===== src/rtl/bus_interconnect.sv =====
// Single-master to NUM_SLAVES address-decoding interconnect with per-access
// wait timeout. One transfer in flight; lowest-index region wins on overlap.
module bus_interconnect #(
    parameter int                            NUM_SLAVES     = 4,
    parameter int                            ADDR_W         = 32,
    parameter int                            DATA_W         = 32,
    parameter logic [NUM_SLAVES*ADDR_W-1:0]  BASE_ADDR      = {NUM_SLAVES{32'h0}},
    parameter logic [NUM_SLAVES*ADDR_W-1:0]  ADDR_MASK      = {NUM_SLAVES{32'hFFFF_F000}},
    parameter int                            TIMEOUT_CYCLES = 16
) (
    input  logic                         clk,
    input  logic                         rst,
    input  logic                         bus_req,
    input  logic [ADDR_W-1:0]            bus_addr,
    input  logic                         bus_wren,
    input  logic [DATA_W-1:0]            bus_wrdata,
    output logic [DATA_W-1:0]            bus_rddata,
    output logic                         bus_ready,
    output logic                         bus_err,
    output logic [NUM_SLAVES-1:0]        slv_sel,
    output logic [ADDR_W-1:0]            slv_addr,
    output logic [NUM_SLAVES-1:0]        slv_wren,
    output logic [DATA_W-1:0]            slv_wrdata,
    input  logic [NUM_SLAVES*DATA_W-1:0] slv_rddata,
    input  logic [NUM_SLAVES-1:0]        slv_ready
);

    localparam int IDX_W = (NUM_SLAVES > 1) ? $clog2(NUM_SLAVES) : 1;
    localparam int CNT_W = (TIMEOUT_CYCLES > 1) ? $clog2(TIMEOUT_CYCLES) : 1;
    localparam logic [CNT_W-1:0] CNT_LAST = CNT_W'(TIMEOUT_CYCLES - 1);

    typedef enum logic [1:0] {IDLE, ACCESS, RESP} state_t;

    state_t            r_state;
    logic [IDX_W-1:0]  r_idx;
    logic              r_wren;
    logic [CNT_W-1:0]  r_cnt;

    logic                  w_hit;
    logic [IDX_W-1:0]      w_idx;
    logic [ADDR_W-1:0]     w_off;
    logic [NUM_SLAVES-1:0] w_onehot;

    // Walking from the top index down lets the lowest matching region overwrite the rest.
    always_comb begin
        // NOTE: every always_comb output gets a default first so no path can infer a latch.
        w_hit = 1'b0;
        w_idx = '0;
        w_off = bus_addr;
        for (int i = NUM_SLAVES - 1; i >= 0; i--) begin
            if ((bus_addr & ADDR_MASK[i*ADDR_W +: ADDR_W]) == BASE_ADDR[i*ADDR_W +: ADDR_W]) begin
                w_hit = 1'b1;
                w_idx = IDX_W'(i);
                w_off = bus_addr & ~ADDR_MASK[i*ADDR_W +: ADDR_W];
            end
        end
    end

    assign w_onehot = NUM_SLAVES'(1) << w_idx;

    // NOTE: all state and registered outputs use non-blocking assignments so every
    // register samples pre-edge values regardless of statement order.
    always_ff @(posedge clk or negedge rst) begin
        if (!rst) begin
            r_state    <= IDLE;
            r_idx      <= '0;
            r_wren     <= 1'b0;
            r_cnt      <= '0;
            bus_rddata <= '0;
            bus_ready  <= 1'b0;
            bus_err    <= 1'b0;
            slv_sel    <= '0;
            slv_wren   <= '0;
            slv_addr   <= '0;
            slv_wrdata <= '0;
        end else begin
            bus_ready <= 1'b0;
            bus_err   <= 1'b0;
            case (r_state)
                IDLE: begin
                    if (bus_req) begin
                        r_wren     <= bus_wren;
                        slv_addr   <= w_off;
                        slv_wrdata <= bus_wrdata;
                        r_cnt      <= '0;
                        if (w_hit) begin
                            r_idx    <= w_idx;
                            slv_sel  <= w_onehot;
                            slv_wren <= bus_wren ? w_onehot : '0;
                            r_state  <= ACCESS;
                        end else begin
                            bus_ready <= 1'b1;
                            bus_err   <= 1'b1;
                            if (!bus_wren) bus_rddata <= '0;
                            r_state   <= RESP;
                        end
                    end
                end
                ACCESS: begin
                    if (slv_ready[r_idx]) begin
                        slv_sel   <= '0;
                        slv_wren  <= '0;
                        bus_ready <= 1'b1;
                        if (!r_wren) bus_rddata <= slv_rddata[r_idx*DATA_W +: DATA_W];
                        r_state   <= RESP;
                    end else if (r_cnt == CNT_LAST) begin
                        slv_sel   <= '0;
                        slv_wren  <= '0;
                        bus_ready <= 1'b1;
                        bus_err   <= 1'b1;
                        if (!r_wren) bus_rddata <= '0;
                        r_state   <= RESP;
                    end else begin
                        r_cnt <= r_cnt + 1'b1;
                    end
                end
                RESP:    r_state <= IDLE;
                default: r_state <= IDLE;
            endcase
        end
    end

endmodule

===== config.mk =====
export PLATFORM = sky130hd
export DESIGN_NAME = bus_interconnect
export DESIGN_NICKNAME = d
export VERILOG_FILES = /design/src/rtl/bus_interconnect.sv
export SDC_FILE = /design/constraint.sdc
export NUM_CORES = 1
export LEC_CHECK = 0
export ABC_CLOCK_PERIOD_IN_PS = 1800
export CORE_ASPECT_RATIO = 1.5
export CORE_MARGIN = 2
export CORE_UTILIZATION = 32
export CTS_CLUSTER_SIZE = 8
export DETAILED_ROUTE_END_ITERATION = 12
export PLACE_DENSITY = 0.79
export SLEW_MARGIN = 30
export SYNTH_ARGS = -nofsm -noshare
export SYNTH_HDL_FRONTEND = slang
export SYNTH_SLANG_ARGS = --single-unit

===== constraint.sdc =====
create_clock -name clk -period 1.8 [get_ports clk]
set_clock_uncertainty 0.05 [all_clocks]
set_input_delay 0.27 -clock clk [delete_from_list [all_inputs] [get_ports clk]]
set_output_delay 0.27 -clock clk [all_outputs]
set_load 0.005 [all_outputs]

After elaboration in Yosys (flattened, before gate mapping)

Index checks and enable logic that the tools add are counted.

Register bits after elaboration: 113
Bits in latches: 0
RAM bits: 0
ROM bits: 0
Input bits: 200
Output and inout bits: 106
Logic and storage cells: 65
Memories kept: 0

Add/subtract/negate cells: 1
Multiply operators: 0
Divide/modulo/power cells: 0
$lt $le $gt $ge: 0
Equal/unequal tests: 11
Shifts and indexed selects: 0
Multiplexer cells: 35
Bitwise gates (word level): 0
Reductions and logical operators: 8

Operator list:

| operator                                                              | count |
|---|---|
| 32-bit two-way mux                                                    | 8 |
| 32-bit case mux with 2 select lines                                   | 1 |
| 4-bit two-way mux                                                     | 9 |
| 32-bit zero test                                                      | 1 |
| 4-bit case mux with 2 select lines                                    | 3 |
| 2-bit != test, second input constant                                  | 6 |
| 3-bit != test, second input constant                                  | 3 |
| 2-bit two-way mux                                                     | 4 |
| 4-bit AND reduction                                                   | 2 |
| 1-bit two-way mux                                                     | 7 |
| 7-bit AND reduction                                                   | 1 |
| 4-bit by 1-bit adder with 4-bit output, second input constant         | 1 |
| 4-bit equality test, second input constant                            | 1 |
| 1-bit case mux with 2 select lines                                    | 2 |
| 2-bit case mux with 2 select lines                                    | 1 |
| 2-bit AND reduction                                                   | 2 |
| 2-bit by 1-bit equality test with 1-bit output, second input constant | 1 |
| 2-bit zero test                                                       | 1 |
| 2-bit nonzero test                                                    | 1 |

Depth between registers and ports, before layout

Depth after elaboration: 5
Depth in mapped cells: 7
Gate-level depth less buffers: 5

Worst setup path after synthesis

Ideal clock, no wire load.

Path kind: flip-flop to flip-flop
Start point: reg r_cnt[0]
End point: reg bus_rddata[0]
Library setup time: 0.077 ns
Arrival time: 1.569 ns
Slack: 0.104 ns
Cell stages (with the launch flop): 8
Buffers on the path: 2
Cell sequence: dfrtp_1 ha_1 a31oi_1 or2_1 buf_2 clkbuf_1 nand2_1 o21ai_1

Longest elaborated chain between the ends: 3
Elaborated cells between the ends (all ways): 4

RTL lines:

| element                         | line | source |
|---|---|---|
| start, declared                 | 37   | `logic [CNT_W-1:0] r_cnt;` |
| start signal, assigned          | 114  | `r_cnt <= r_cnt + 1'b1;` |
| 4-bit equality test *           | 106  | `end else if (r_cnt == CNT_LAST) begin` |
| 3-bit != test (no line)         | -    |  |
| 7-bit AND reduction (no line) * | -    |  |
| end signal, assigned            | 104  | `if (!r_wren) bus_rddata <= slv_rddata[r_idx*DATA_W +: DATA_W];` |
| end, declared                   | 17   | `output logic [DATA_W-1:0] bus_rddata,` |

Every way passes the cells marked *; elsewhere a longest branch is shown, timed or not.
A chain may end at the register's enable or synchronous reset.

Worst setup path in the final report

Start point: reg r_cnt[0]
End point: reg r_cnt[3]

Longest elaborated chain between the ends: 4
Elaborated cells between the ends (all ways): 7

RTL lines:

| element                                | line | source |
|---|---|---|
| 4-bit by 1-bit adder with 4-bit output | 114  |  |
| 4-bit two-way mux                      | 106  |  |
| 4-bit two-way mux                      | 100  | `if (slv_ready[r_idx]) begin` |
| 4-bit case mux with 2 select lines     | 79   | `case (r_state)` |

Several ways; a longest one is shown, not always the timed one. The select of a mux whose other input is x is not followed.

==> results.toml <==
[synth]
yosys.area.top_type_share_pct = 61.07
synthXorXnorAreaFrac_pct = 0
synthCells = 478
synth_warnings = 0
async_flop_share_pct = 100.0
synth_top_family_by_area = "simple AND/OR/NAND/NOR gates"
synth_compound_gate_area_share_pct = 11.62
yosys.area_share.simple_pct = 23.20
synthAdderAreaFrac_pct = 0.2854
synth.avg_cell_area_um2 = 9.172
synth.area.top_cells = "dfrtp_1 61%, nand2_1 20%, a22oi_1 5.5%"
yosysTopAreaCell = "dfrtp_1"
yosysSeqAreaShare_pct = 61.07
ys_types = 28
synth_edf_count = 0
synth_area_um2 = 4384
synth-main-ff-cell = "dfrtp_1"
synthMuxAreaShare_pct = 0
synth_seq_cells = 107

[worst_setup_path]
cp_cell_sequence = "ha_2 -> buf_4 -> and3_1 -> o2bb2ai_1 -> or3_4 -> a21oi_2"
ff2ff_path_depth = 6
r2r-end = "r_cnt[3]$_DFFE_PN0P_"
cp_num_buf_inv = 1
crit_path_start_kind = "flip-flop"
cp.required_ns = 2.02
critPathKind = "flip-flop to flip-flop"
cp-startpoint = "r_cnt[0]$_DFFE_PN0P_"
crit_path_top_delay_cell = "dfrtp_1"
worstPathMaxFanout = 4
crit_family = "simple AND/OR/NAND/NOR gates"
cpPeakStageDelay_ns = 0.40
cp.arrival_ns = 1.93
ff2ff_setup_slack_ns = 0.09
r2r-start = "r_cnt[0]$_DFFE_PN0P_"
crit_path_end_kind = "flip-flop"

[routing]
firstDrtPassIters = 4
wire_per_inst_um = 14.90
drc = 0
drt-total-wl_mm = 13.04
ant_nets = 0
via_count = 4150
vias_per_cell = 4.743
drtIter0Drc = 127

[global_routing]
grt_pass1_vias = 4217
grt_max_degree = 49
grt.overflow.total = 0
grt_usage_pct = 18.21
grt_antenna_before_repair = 0
grt_pass1_wl_mm = 21.50

[power_and_ir_drop]
vdd_drop_max_uv = 584.8
powerDensity_nw_per_um2 = 937.1
p_leak_nw = 3.406

[clock_network]
clkTransAtPathRegs_ns = 0.07
cts_tree = "built"
cts_buffer_depth = 2
clk_latency_ns = 0.34
cts_root_buf = "clkbuf_16"
cts.sinks = 107
cts_buffers = 9
cts.htree.levels = 3

[die]
coreArea_um2 = 13470
rows = 52
die_x_um = 99.57
die_h_um = 147.4
dieArea_um2 = 14670
start_util_pct = 32.55
ios = 306

[timing]
drv_slew = 0
grt_setup_unrepaired = "no"
setup_ws_ns = 0.08922
max_freq_mhz = 584.5
period_share_pct = 95.04
hold_viol = 0
setup_violations = 0
fin_crit_ns = 1.711

[placement]
post-place-ws_ns = -0.4670
gp_congestion = 0.7313
portBuffers = 200
hpwl_mm = 9.528

[final_layout]
drive_above_1_share_pct = 10.52
final_cell_mix = "233 x nand2_1, 199 x clkdlybuf4s50_1, 107 x dfrtp_1, 38 x buf_4, 35 x o21ai_1"
fin_util_pct = 53.94
final_nets = 909
final_common_cell = "nand2_1"
n_antenna_cell = 0
area_growth_pct = 65.70

[outcome]
status = "completed"

[worst_hold_path]
hold_class = "input pin to async pin"

[flow_run]
cap_violations = 0
[where the power goes]
| group | switching, W | internal, W | total [W] | leakage, nW |
|---|---|---|---|---|
| clock | 0.000910 | 0.000993 | 0.00190 | 0.140 |
| combinational | 0.000675 | 0.00114 | 0.00182 | 1.96 |
| sequential | 0.000277 | 0.00281 | 0.00308 | 1.31 |
[synth_stat cells (3+ instances only)]
cell type / number
buf_4: 6
o31ai_1: 3
nor4_1: 5
a22oi_1: 32
dfrtp_1: 107
nor3b_2: 3
o21ai_1: 34
nand3_1: 5
nand2_1: 234
clkbuf_1: 17
buf_2: 8
o21ai_0: 3
[registers in the layout, summed over array words and instances (netlist names), 2 cells and up]
name / cells
bus_rddata: 32
r_state: 2
r_cnt: 4
slv_addr: 32
slv_wrdata: 32
[cell type report]
| type | instances | area, µm² |
|---|---|---|
| Timing Repair Buffer | 247 | 2459 |
| Sequential cell | 107 | 2678 |
| Tap cell | 162 | 202.7 |
| Multi-Input combinational cell | 341 | 1632 |
| Clock buffer | 10 | 239.0 |
| Fill cell | 1227 | 6203 |
| Clock inverter | 6 | 47.55 |
| Inverter | 2 | 7.507 |
[timing repair]
item | CTS | global route
setup buffers | 4 | 0
endpoints found under the setup margin | 33 | 16
pin swaps | 1 | 0
gates resized for setup | 3 | 6
hold endpoints to repair | 22 | 0
hold buffers | 1 | 0
[worst max-delay path by stage]
stage	end	slack [ns]	cells past startpoint
2_1_floorplan	bus_rddata[0]$_DFFE_PN0P_	0.10	7
3_3_place_gp	bus_rddata[24]$_DFFE_PN0P_	-0.45	7
3_5_place_dp	bus_rddata[12]$_DFFE_PN0P_	-0.47	7
4_1_cts	bus_rddata[12]$_DFFE_PN0P_	0.02	7
5_1_grt	r_cnt[3]$_DFFE_PN0P_	0.02	6
6_report	r_cnt[3]$_DFFE_PN0P_	0.09	6
[worst register-to-register path, stage by stage (launching register included)]
cell and delay, ns:
dfrtp_1 0.40, ha_2 0.20, buf_4 0.14, and3_1 0.19, o2bb2ai_1 0.15, or3_4 0.38
a21oi_2 0.13
[per-stage QoR]
step           area [µm²]  hold slack, ns  instances  TNS [ns]  power (W)
2_1_floorplan        4403        -0.07559        483         0   0.003625
3_3_place_gp         6883          0.1553        853    -16.32   0.004889
3_5_place_dp         6894          0.1499        854    -16.24   0.004957
4_1_cts              7242          0.3446        875         0   0.006908
5_1_grt              7264          0.3673        875         0   0.007205
6_report             7264          0.3574        875         0   0.006808
[kinds of logic after synthesis]
group	after synthesis
AO/OA/AOI/OAI	79
adder cells (fa/ha/maj)	1
buffers and inverters	35
flip-flops	107
other	1
AND/OR/NAND/NOR	255
[layer usage]
| layer | track usage (%) | vias to the layer above | wire length [µm] |
|---|---|---|---|
| met3 | 6.137 | 8 | 1081 |
| met4 | 4.315 | 0 | 140 |
| li1 | - | 2015 | - |
| met5 | 0 | - | 0 |
| met2 | 31.05 | 171 | 6498 |
| met1 | 22.17 | 1956 | 5317 |
(Power assumes the default switching activity.)
